--- config.mk ---
export PLATFORM = sky130hd
export DESIGN_NAME = pong_renderer
export DESIGN_NICKNAME = d
export VERILOG_FILES = /design/src/rtl/pong_pkg.sv /design/src/rtl/pong_rect_hit.sv /design/src/rtl/pong_renderer.sv
export SDC_FILE = /design/constraint.sdc
export NUM_CORES = 1
export LEC_CHECK = 0
export CORE_MARGIN = 2
export CORE_UTILIZATION = 45
export CTS_CLUSTER_DIAMETER = 150
export DETAILED_ROUTE_END_ITERATION = 10
export SLEW_MARGIN = 25
export SYNTH_ARGS = -nofsm -noshare
export SYNTH_HDL_FRONTEND = slang
export SYNTH_HIERARCHICAL = 1
export SYNTH_SLANG_ARGS = --single-unit
--- constraint.sdc ---
create_clock -name clk -period 4.7 [get_ports clk]
set_input_delay 0.94 -clock clk [delete_from_list [all_inputs] [get_ports clk]]
set_output_delay 0.94 -clock clk [all_outputs]
set_load 0.01 [all_outputs]
--- src/rtl/pong_pkg.sv ---
// Shared constants and types for the Pong renderer: default geometry,
// 12-bit colour type with channel helpers, and post-reset object positions.
package pong_pkg;

  // Default 640x480 timing and object geometry
  localparam int unsigned DefHOfs        = 144;
  localparam int unsigned DefVOfs        = 35;
  localparam int unsigned DefHActive     = 640;
  localparam int unsigned DefVActive     = 480;
  localparam int unsigned DefBorder      = 10;
  localparam int unsigned DefNetW        = 10;
  localparam int unsigned DefPaddleLen   = 50;
  localparam int unsigned DefPaddleW     = 10;
  localparam int unsigned DefPaddleInset = 40;
  localparam int unsigned DefBallSide    = 10;
  localparam int unsigned DefFlashFrames = 30;

  // Packed {r, g, b}, 4 bits per channel
  typedef logic [11:0] rgb12_t;

  localparam rgb12_t DefColFg    = 12'hFFF;
  localparam rgb12_t DefColBall  = 12'hFF0;
  localparam rgb12_t DefColFlash = 12'hF00;

  // Active positions loaded by reset (roughly screen centre)
  localparam logic [9:0] RstPaddle = 10'd215;
  localparam logic [9:0] RstBallX  = 10'd315;
  localparam logic [9:0] RstBallY  = 10'd235;

  function automatic logic [3:0] rgb_r(rgb12_t c);
    return c[11:8];
  endfunction

  function automatic logic [3:0] rgb_g(rgb12_t c);
    return c[7:4];
  endfunction

  function automatic logic [3:0] rgb_b(rgb12_t c);
    return c[3:0];
  endfunction

endpackage

--- src/rtl/pong_rect_hit.sv ---
// Combinational half-open rectangle test: hit when x in [x0, x0+w) and
// y in [y0, y0+h). All arithmetic is 12-bit.
module pong_rect_hit (
  input  logic [11:0] x,
  input  logic [11:0] y,
  input  logic [11:0] x0,
  input  logic [11:0] y0,
  input  logic [11:0] w,
  input  logic [11:0] h,
  output logic        hit
);

  logic [11:0] x1;
  logic [11:0] y1;

  assign x1 = x0 + w;
  assign y1 = y0 + h;

  // Inclusive start, exclusive end on both axes
  always_comb begin
    hit = (x >= x0) && (x < x1) && (y >= y0) && (y < y1);
  end

endmodule

--- src/rtl/pong_renderer.sv ---
// Two-stage registered Pong pixel generator with frame-synchronous position
// updates. Optional goal flash of the border is enabled by defining
// PONG_GOAL_FLASH_EN.
module pong_renderer
  import pong_pkg::*;
#(
  parameter int unsigned H_OFS        = DefHOfs,
  parameter int unsigned V_OFS        = DefVOfs,
  parameter int unsigned H_ACTIVE     = DefHActive,
  parameter int unsigned V_ACTIVE     = DefVActive,
  parameter int unsigned BORDER       = DefBorder,
  parameter int unsigned NET_W        = DefNetW,
  parameter int unsigned PADDLE_LEN   = DefPaddleLen,
  parameter int unsigned PADDLE_W     = DefPaddleW,
  parameter int unsigned PADDLE_INSET = DefPaddleInset,
  parameter int unsigned BALL_SIDE    = DefBallSide,
  parameter rgb12_t      COL_FG       = DefColFg,
  parameter rgb12_t      COL_BALL     = DefColBall,
  parameter rgb12_t      COL_FLASH    = DefColFlash,
  parameter int unsigned FLASH_FRAMES = DefFlashFrames
) (
  input  logic       clk,
  input  logic       rst_n,
  input  logic [11:0] h_cnt,
  input  logic [11:0] v_cnt,
  input  logic       enable,
  input  logic       frame_start,
  input  logic       pos_valid,
  output logic       pos_ready,
  input  logic [9:0] paddle_1,
  input  logic [9:0] paddle_2,
  input  logic [9:0] ball_x,
  input  logic [9:0] ball_y,
  input  logic       goal,
  output logic [3:0] red,
  output logic [3:0] green,
  output logic [3:0] blue,
  output logic       pix_valid
);

  localparam logic [11:0] HOfs     = 12'(H_OFS);
  localparam logic [11:0] VOfs     = 12'(V_OFS);
  localparam logic [11:0] XLo      = 12'(H_OFS);
  localparam logic [11:0] XHi      = 12'(H_OFS + H_ACTIVE);
  localparam logic [11:0] YLo      = 12'(V_OFS);
  localparam logic [11:0] YHi      = 12'(V_OFS + V_ACTIVE);
  localparam logic [11:0] XInLo    = 12'(H_OFS + BORDER);
  localparam logic [11:0] XInHi    = 12'(H_OFS + H_ACTIVE - BORDER);
  localparam logic [11:0] YInLo    = 12'(V_OFS + BORDER);
  localparam logic [11:0] YInHi    = 12'(V_OFS + V_ACTIVE - BORDER);
  localparam logic [11:0] NetX     = 12'(H_OFS + H_ACTIVE / 2 - NET_W / 2);
  localparam logic [11:0] LPadX    = 12'(H_OFS + PADDLE_INSET);
  localparam logic [11:0] RPadX    = 12'(H_OFS + H_ACTIVE - PADDLE_INSET - PADDLE_W);
  localparam logic [11:0] NetW     = 12'(NET_W);
  localparam logic [11:0] VAct     = 12'(V_ACTIVE);
  localparam logic [11:0] PadW     = 12'(PADDLE_W);
  localparam logic [11:0] PadLen   = 12'(PADDLE_LEN);
  localparam logic [11:0] BallSide = 12'(BALL_SIDE);

  // Position buffering: shadow holds an accepted update until frame_start
  logic [9:0] p1_q, p1_d, p2_q, p2_d, bx_q, bx_d, by_q, by_d;
  logic [9:0] p1_sh_q, p1_sh_d, p2_sh_q, p2_sh_d, bx_sh_q, bx_sh_d, by_sh_q, by_sh_d;
  logic       pending_q, pending_d;
  logic       accept;

  assign pos_ready = ~pending_q;
  assign accept    = pos_valid & ~pending_q;

  // Next-state for shadow capture and frame-boundary commit
  always_comb begin
    p1_d      = p1_q;
    p2_d      = p2_q;
    bx_d      = bx_q;
    by_d      = by_q;
    p1_sh_d   = p1_sh_q;
    p2_sh_d   = p2_sh_q;
    bx_sh_d   = bx_sh_q;
    by_sh_d   = by_sh_q;
    pending_d = pending_q;
    // accept and commit are exclusive: accept needs pending low, commit needs it high
    if (frame_start && pending_q) begin
      p1_d      = p1_sh_q;
      p2_d      = p2_sh_q;
      bx_d      = bx_sh_q;
      by_d      = by_sh_q;
      pending_d = 1'b0;
    end
    if (accept) begin
      p1_sh_d   = paddle_1;
      p2_sh_d   = paddle_2;
      bx_sh_d   = ball_x;
      by_sh_d   = ball_y;
      pending_d = 1'b1;
    end
  end

  // Position registers
  always_ff @(posedge clk or negedge rst_n) begin
    if (!rst_n) begin
      p1_q      <= RstPaddle;
      p2_q      <= RstPaddle;
      bx_q      <= RstBallX;
      by_q      <= RstBallY;
      p1_sh_q   <= '0;
      p2_sh_q   <= '0;
      bx_sh_q   <= '0;
      by_sh_q   <= '0;
      pending_q <= 1'b0;
    end else begin
      p1_q      <= p1_d;
      p2_q      <= p2_d;
      bx_q      <= bx_d;
      by_q      <= by_d;
      p1_sh_q   <= p1_sh_d;
      p2_sh_q   <= p2_sh_d;
      bx_sh_q   <= bx_sh_d;
      by_sh_q   <= by_sh_d;
      pending_q <= pending_d;
    end
  end

  logic flash_on;

`ifdef PONG_GOAL_FLASH_EN
  localparam int unsigned FlashW = (FLASH_FRAMES < 1) ? 1 : $clog2(FLASH_FRAMES + 1);

  logic [FlashW-1:0] flash_cnt_q, flash_cnt_d;

  // Goal (re)loads the count; each frame_start burns one frame
  always_comb begin
    flash_cnt_d = flash_cnt_q;
    if (goal) begin
      flash_cnt_d = FlashW'(FLASH_FRAMES);
    end else if (frame_start && (flash_cnt_q != '0)) begin
      flash_cnt_d = flash_cnt_q - FlashW'(1);
    end
  end

  // Flash frame counter
  always_ff @(posedge clk or negedge rst_n) begin
    if (!rst_n) begin
      flash_cnt_q <= '0;
    end else begin
      flash_cnt_q <= flash_cnt_d;
    end
  end

  assign flash_on = (flash_cnt_q != '0);
`else
  logic                 unused_goal;
  localparam int unsigned UnusedFlashFrames = FLASH_FRAMES;

  assign unused_goal = goal;
  assign flash_on    = 1'b0;
`endif

  // Object hit tests against the currently active positions
  logic ball_hit, lpad_hit, rpad_hit, net_hit, border_hit;

  pong_rect_hit u_ball (
    .x   (h_cnt),
    .y   (v_cnt),
    .x0  (HOfs + {2'b00, bx_q}),
    .y0  (VOfs + {2'b00, by_q}),
    .w   (BallSide),
    .h   (BallSide),
    .hit (ball_hit)
  );

  pong_rect_hit u_lpad (
    .x   (h_cnt),
    .y   (v_cnt),
    .x0  (LPadX),
    .y0  (VOfs + {2'b00, p1_q}),
    .w   (PadW),
    .h   (PadLen),
    .hit (lpad_hit)
  );

  pong_rect_hit u_rpad (
    .x   (h_cnt),
    .y   (v_cnt),
    .x0  (RPadX),
    .y0  (VOfs + {2'b00, p2_q}),
    .w   (PadW),
    .h   (PadLen),
    .hit (rpad_hit)
  );

  pong_rect_hit u_net (
    .x   (h_cnt),
    .y   (v_cnt),
    .x0  (NetX),
    .y0  (VOfs),
    .w   (NetW),
    .h   (VAct),
    .hit (net_hit)
  );

  // Border: inside the active area but outside the inset rectangle
  always_comb begin
    border_hit = (h_cnt >= XLo) && (h_cnt < XHi) && (v_cnt >= YLo) && (v_cnt < YHi) &&
                 !((h_cnt >= XInLo) && (h_cnt < XInHi) && (v_cnt >= YInLo) && (v_cnt < YInHi));
  end

  // Stage 1: register hit flags, flash state and enable
  logic ball_q, paddle_q, border_q, net_q, flash_q, en_q;

  always_ff @(posedge clk or negedge rst_n) begin
    if (!rst_n) begin
      ball_q   <= 1'b0;
      paddle_q <= 1'b0;
      border_q <= 1'b0;
      net_q    <= 1'b0;
      flash_q  <= 1'b0;
      en_q     <= 1'b0;
    end else begin
      ball_q   <= ball_hit;
      paddle_q <= lpad_hit | rpad_hit;
      border_q <= border_hit;
      net_q    <= net_hit;
      flash_q  <= flash_on;
      en_q     <= enable;
    end
  end

  // Priority colour select; border shares the net's class but owns the flash colour
  rgb12_t rgb_d, rgb_q;
  logic   pix_valid_q;

  always_comb begin
    rgb_d = '0;
    if (en_q) begin
      if (ball_q) begin
        rgb_d = COL_BALL;
      end else if (paddle_q) begin
        rgb_d = COL_FG;
      end else if (border_q) begin
        rgb_d = flash_q ? COL_FLASH : COL_FG;
      end else if (net_q) begin
        rgb_d = COL_FG;
      end
    end
  end

  // Stage 2: register colour and valid
  always_ff @(posedge clk or negedge rst_n) begin
    if (!rst_n) begin
      rgb_q       <= '0;
      pix_valid_q <= 1'b0;
    end else begin
      rgb_q       <= rgb_d;
      pix_valid_q <= en_q;
    end
  end

  assign red       = rgb_r(rgb_q);
  assign green     = rgb_g(rgb_q);
  assign blue      = rgb_b(rgb_q);
  assign pix_valid = pix_valid_q;

endmodule
Word-level counts from Yosys, hierarchy flattened
Index checks and enable logic that the tools add are counted.
W data, S select, Z words.
{"block": "word_totals", "reg_bits": 99, "in_bits": 70, "output_inout_bits": 14, "elab_cells": 78}
{"block": "classes", "add_sub_neg": 8, "n_lt_le_gt_ge": 22, "n_mux": 7, "bitwise": 3, "reduce_logical": 22}
{"cell": "$mux W12", "count": 5}
{"cell": "$ge A12 B11 Y1", "count": 4}
{"cell": "$lt A12 B10 Y1 const B", "count": 4}
{"cell": "$lt A12 B12 Y1", "count": 4}
{"cell": "$ge A12 B8 Y1 const B", "count": 3}
{"cell": "$add A6 B10 Y11 const A", "count": 3}
{"cell": "$add A11 B4 Y12 const B", "count": 2}
{"cell": "$add A11 B6 Y12 const B", "count": 2}
{"cell": "$ge A12 B6 Y1 const B", "count": 2}
{"cell": "$lt A12 B9 Y1 const B", "count": 2}
{"cell": "$logic_and A1 B1 Y1", "count": 20}
{"cell": "$ge A12 B10 Y1 const B", "count": 1}
{"cell": "$ge A12 B9 Y1 const B", "count": 1}
{"cell": "$lt A12 B8 Y1 const B", "count": 1}
{"cell": "$add A8 B10 Y11 const A", "count": 1}
{"cell": "$mux W1", "count": 2}
{"cell": "$reduce_bool A2 Y1", "count": 1}
{"cell": "$and A1 B1 Y1", "count": 1}
{"cell": "$logic_not A1 Y1", "count": 1}
{"cell": "$not A1 Y1", "count": 1}
{"cell": "$or A1 B1 Y1", "count": 1}

Longest topological paths before layout
{"block": "depth", "depth_word": 6, "mapped_depth": 21, "mapped_depth_nobuf": 21}

Hierarchy
The synthesis kept the hierarchy.
{"module": "pong_renderer", "instances": 1, "cells_each": 311, "area_per_inst_um2": 4078.9, "seq_area_each_um2": 2257.2}
{"module": "pong_rect_hit at u_lpad ...", "instances": 2, "cells_each": 259, "area_per_inst_um2": 1993.2, "seq_area_each_um2": 0.0}
{"module": "pong_rect_hit at u_ball", "instances": 1, "cells_each": 263, "area_per_inst_um2": 2070.7, "seq_area_each_um2": 0.0}
{"module": "pong_rect_hit at u_net", "instances": 1, "cells_each": 271, "area_per_inst_um2": 2028.2, "seq_area_each_um2": 0.0}

Worst setup path after synthesis
No wires, ideal clock.
{"block": "synth_timing", "path_type": "register to register", "start": "register p2_q[0]", "end": "register paddle_q", "t_arrival_ps": 3569, "required_ps": 4573, "setup_slack_ps": 1003, "stages_incl_launch_ff": 21, "period_less_slack_ps": 3697, "cell_sequence": "dfstp_2 > inv_1 > ha_1 > nor2_1 > a21oi_1 > xnor2_1 > ha_1 > or2_2 > a21oi_1 > a31oi_1 > a21o_1 > a21oi_1 > xor2_1 > ha_1 > nand4_1 > nor3_1 > o31ai_1 > o2111ai_1 > nor3_1 > o211a_1 > or2_2"}
{"block": "synth_via", "elab_chain_len": 5}
{"element": "start: declaration", "line_no": "pong_renderer.sv:61", "text": "logic [9:0] p1_q, p1_d, p2_q, p2_d, bx_q, bx_d, by_q, by_d;"}
{"element": "start signal: assignment", "line_no": "pong_renderer.sv:101", "text": "p2_q <= RstPaddle;"}
{"element": "start signal: assignment", "line_no": "pong_renderer.sv:111", "text": "p2_q <= p2_d;"}
{"element": "$add A6 B10 Y11 (*)", "line_no": "pong_renderer.sv:184", "text": ".y0 (VOfs + {2'b00, p2_q}),"}
{"element": "$add A11 B6 Y12 or $ge A12 B11 Y1 (tied branches)", "line_no": "pong_rect_hit.sv:17, pong_rect_hit.sv:21"}
{"element": "$lt A12 B12 Y1 or $logic_and A1 B1 Y1 (tied branches)", "line_no": "pong_rect_hit.sv:21", "text": "hit = (x >= x0) && (x < x1) && (y >= y0) && (y < y1);"}
{"element": "$logic_and A1 B1 Y1 (*)", "line_no": "pong_rect_hit.sv:21"}
{"element": "via rpad_hit", "line_no": "pong_renderer.sv:158", "text": "logic ball_hit, lpad_hit, rpad_hit, net_hit, border_hit;"}
{"element": "$or A1 B1 Y1 (*)", "line_no": "pong_renderer.sv:219", "text": "paddle_q <= lpad_hit | rpad_hit;"}
{"element": "end signal: assignment", "line_no": "pong_renderer.sv:219"}
{"element": "end: declaration", "line_no": "pong_renderer.sv:207", "text": "logic ball_q, paddle_q, border_q, net_q, flash_q, en_q;"}
The timed path passes the listed nets; every way through them passes the cells marked *.
A chain may end at the register's enable or synchronous reset.

Worst setup path after layout
Same ends and word-level chain as after synthesis.

==> out/metrics.sh <==
HOLD_CLASS='flop to flop'
CLOCK-ROOT-BUFFER='sky130_fd_sc_hd__clkbuf_16'
FINAL_HPWL_FROM_DETAILED_PLACEMENT_UM=21400
CP-START-KIND='flop'
ALL_LAYER_GLOBAL_ROUTING_USAGE=0.194
FINAL.SETUP.WORST_SLACK_PS=622
WORSTSETUPPATHTYPE='flop to flop'
ROUTE.DETAILED.WL_PER_INST_UM=13.2
R2R-END='paddle_q'
PLACE.GP.CONGESTION=0.848
RUN_STATUS='finished, final reports clean'
CTS.REPAIR.RESIZED=0
FINAL_PERIOD_UTILIZATION=0.868
ANTENNA_FOUND_INITIAL=0
SYNTH_TOP_CELLS_BY_AREA='sky130_fd_sc_hd__ha_1, sky130_fd_sc_hd__dfrtp_1, sky130_fd_sc_hd__mux2_2'
FP.DIEAREA_UM2=28400
GRT_SETUP_UNREPAIRED='false'
REGISTER_BIT_COUNT_REPORTED_BY_YOSYS=89
DRT-TOTAL-WL_UM=26500
SYNTH_LARGEST_AREA_CELL='sky130_fd_sc_hd__ha_1'
POST-SYNTH-TOP-AREA-FRACTION=0.284
TRITONCTS='done'
SYN-INSTANCE-COUNT=1363
SLEW_VIOL_FINAL=0
GRT_OVERFLOW_TOTAL=0
TIMING.FINAL.HOLD_VIOLATIONS=0
SETUP_VIOLATIONS=0
NUMBER_OF_FLOPS_MAPPED_TO_ENABLE_CELLS_BY_YOSYS=0
SLEW_HEADROOM=0.462
WORSTPATHARRIVAL_PS=4300
YOSYS_WARNINGS=6
SYNTH.CELL_AREA_UM2=12200
WORST-PATH-MAX-FANOUT=6
DRT_ITER0_MARKERS=399
WIRE_LENGTH_OF_THE_FIRST_GLOBAL_ROUTING_PASS_UM=45400
FF2FF_SETUP_SLACK_PS=620
PORTION_OF_THE_POST_SYNTHESIS_AREA_USED_BY_SEQUENTIAL_ELEMENTS=0.186
AREA_GROWTH_PCT=19.2
FIRST_GLOBAL_VIAS=9758
FINCLKSKEW_PS=10.1
PERIOD_MINUS_SLACK_PS=4080
STARTING_UTILIZATION_OF_THE_CORE_AREA=0.455
MULTI_INPUT_COMB_AREA_UM2=10100
LAYOUT.FILLER_CELLS=2581
TIMING.MAX_CAP.VIOLATIONS=0
CHIPWIDTH_UM=168
PRECTSSETUPSLACK_PS=599
MAXCLOCKFREQUENCY_GHz=0.245
TRITONCTS_NUM_SINKS=89
IO_BUFFER_COUNT=82
CRITICAL_PATH.ENDPOINT_TYPE='flop'
LEAKAGEPOWER_nW=7.04
FIN_SETUP_TNS_PS=0
WORST_SETUP_HOLD_PATH_CLK_SLEW_PS=70
CTS_BUFFERS=9
RR_STARTPOINT='p2_q[0]'
WORST_HOLD_STARTPOINT='ball_q'
LARGEST_NET_DEGREE_AT_THE_START_OF_GLOBAL_ROUTING=57
CLK-INSERTION-DELAY-LATE_PS=350
CORE_AREA_UM2=26700
RR_WORST_DEPTH=19
VIA_COUNT=10100
POWER.DENSITY_nW_PER_UM2=501
SYNTH-MAIN-FF-CELL='sky130_fd_sc_hd__dfrtp_1'
DRT_PRE_ANTENNA_ITERS=5
CLOCK_TREE.BUFFER_DEPTH=2
POSTCTSSETUPREPAIRBUFS=0
FF_LATCH_AREA_UM2=2260
IRDROPWORSTVDD_mV=0.285
HOLD_DEPTH=1
ASYNC_RESET_FF_FRAC=1.00
DIE_HEIGHT_UM=168
ROUTE.ANTENNA.REMAINING_NETS=0
POST_ROUTE_CELLS_DRIVE_ABOVE_1_SHARE=0.0962
TIGHTEST_SLEW_PS=805
ROUTE.DETAILED.VIAS_PER_INST=5.06
WHS_ENDPOINT='rgb_q[3]'
N_ANTENNA_CELL=0
ROUTE.DETAILED.DRC=0
PLACEMENT_ROWS=60
IOS=84
CP.REQUIRED_PS=4920
HOLDBUFCOUNTCTS=0
SYNTH_CELL_TYPE_COUNT=69
NETS=2012
CTS_HTREE_LEVELS=3
SYNTHMOSTINSTANTIATEDCELL='sky130_fd_sc_hd__ha_1'
SYN_AREA_PER_CELL_UM2=8.92
SYNTH_COMMON_CELLS='sky130_fd_sc_hd__ha_1, sky130_fd_sc_hd__inv_1, sky130_fd_sc_hd__a21oi_1, sky130_fd_sc_hd__nor2_1'
==> metal layers <==
layer | track usage | share of wire
met1 | 0.266 | 0.50
met3 | 0.0136 | 0.021
met4 | 0.0394 | 0.011
met2 | 0.336 | 0.47
met5 | 0 | 0
==> placed cells by master (no fill, tap or decap), types with 11 or more instances in the layout <==
cell / n
sky130_fd_sc_hd__a21oi_1: 94
sky130_fd_sc_hd__nand2b_1: 21
sky130_fd_sc_hd__clkdlybuf4s50_1: 81
sky130_fd_sc_hd__xor2_1: 52
sky130_fd_sc_hd__o21ai_0: 48
sky130_fd_sc_hd__a21o_1: 20
sky130_fd_sc_hd__nor2_1: 75
sky130_fd_sc_hd__inv_1: 139
sky130_fd_sc_hd__nand2_1: 71
sky130_fd_sc_hd__ha_1: 276
sky130_fd_sc_hd__xnor2_1: 58
sky130_fd_sc_hd__nand3_1: 46
sky130_fd_sc_hd__conb_1: 211
sky130_fd_sc_hd__nor3_1: 31
sky130_fd_sc_hd__nand4_1: 26
sky130_fd_sc_hd__o211ai_1: 13
sky130_fd_sc_hd__a31oi_1: 12
sky130_fd_sc_hd__buf_4: 11
sky130_fd_sc_hd__mux2_2: 72
sky130_fd_sc_hd__dfstp_2: 24
sky130_fd_sc_hd__nor2b_1: 19
sky130_fd_sc_hd__o2111ai_1: 17
sky130_fd_sc_hd__dfrtp_1: 65
sky130_fd_sc_hd__and4_1: 11
sky130_fd_sc_hd__a211oi_1: 14
==> cell families after synthesis <==
group                    share of synthesized area
AND/OR/NAND/NOR                              0.148
adder cells (fa/ha/maj)                      0.297
flip-flops                                   0.186
buffers and inverters                       0.0524
XOR/XNOR                                    0.0792
other                                     0.000617
multiplexers                                0.0741
AO/OA/AOI/OAI                                0.163
==> report_power, final <==
group	leakage [nW]	switching, W	total, W	internal [W]
clock network	0.152	0.000321	0.000740	0.000419
logic	5.87	0.00275	0.00520	0.00245
registers	1.02	0.000231	0.00132	0.00109
==> area by class of cell <==
cell class,instances,share of cell area
Clock inverter,7,0.00535
Tap cell,341,0.0294
Timing Repair Buffer,93,0.0635
Clock buffer,9,0.0155
Sequential cell,89,0.156
Multi-Input combinational cell,1326,0.695
Inverter,139,0.0360
==> worst max-delay path by stage <==
stage,slack (ps),from,cells after the start,end
4_1_cts,570,p2_q[0],19,paddle_q
6_report,620,p2_q[0],19,paddle_q
3_5_place_dp,600,p2_q[0],19,paddle_q
5_1_grt,310,p2_q[0],19,paddle_q
2_1_floorplan,1000,p2_q[0],20,paddle_q
3_3_place_gp,670,p1_q[0],17,paddle_q
==> flip-flops by register name, summed over array words and instances, names as in the netlist <==
name,count
pix_valid,1
border_q,1
p1_q,10
pending_q,1
p2_sh_q,10
en_q,1
paddle_q,1
by_q,10
net_q,1
by_sh_q,10
rgb_q,2
p2_q,10
bx_q,10
ball_q,1
p1_sh_q,10
bx_sh_q,10
==> critical path, stage by stage, from the launching register on <==
cell and delay, ps:
sky130_fd_sc_hd__dfstp_2 550, sky130_fd_sc_hd__inv_1 80, sky130_fd_sc_hd__ha_1 220, sky130_fd_sc_hd__nor2_1 170, sky130_fd_sc_hd__xor2_1 230, sky130_fd_sc_hd__ha_1 330
sky130_fd_sc_hd__nand3_1 130, sky130_fd_sc_hd__o211ai_2 90, sky130_fd_sc_hd__or4_1 440, sky130_fd_sc_hd__a41o_1 270, sky130_fd_sc_hd__a21oi_2 140, sky130_fd_sc_hd__xor2_1 80
sky130_fd_sc_hd__ha_1 310, sky130_fd_sc_hd__o21ai_0 90, sky130_fd_sc_hd__nor3_1 150, sky130_fd_sc_hd__o31ai_1 130, sky130_fd_sc_hd__o2111ai_1 90, sky130_fd_sc_hd__nor3_1 70
sky130_fd_sc_hd__o211a_1 110, sky130_fd_sc_hd__or2_2 280
==> metrics by stage <==
step	cell area (um^2)	hold slack (ps)	total power [W]	cells	utilization
3_3_place_gp	14200	468	0.00632	1987	0.530
3_5_place_dp	14200	468	0.00645	1988	0.531
5_1_grt	14500	486	0.00816	2004	0.543
4_1_cts	14500	482	0.00723	2004	0.542
2_1_floorplan	12900	367	0.00538	1572	-
6_report	14500	473	0.00726	2004	0.543
Note: power is estimated with default switching activity, not from simulation.
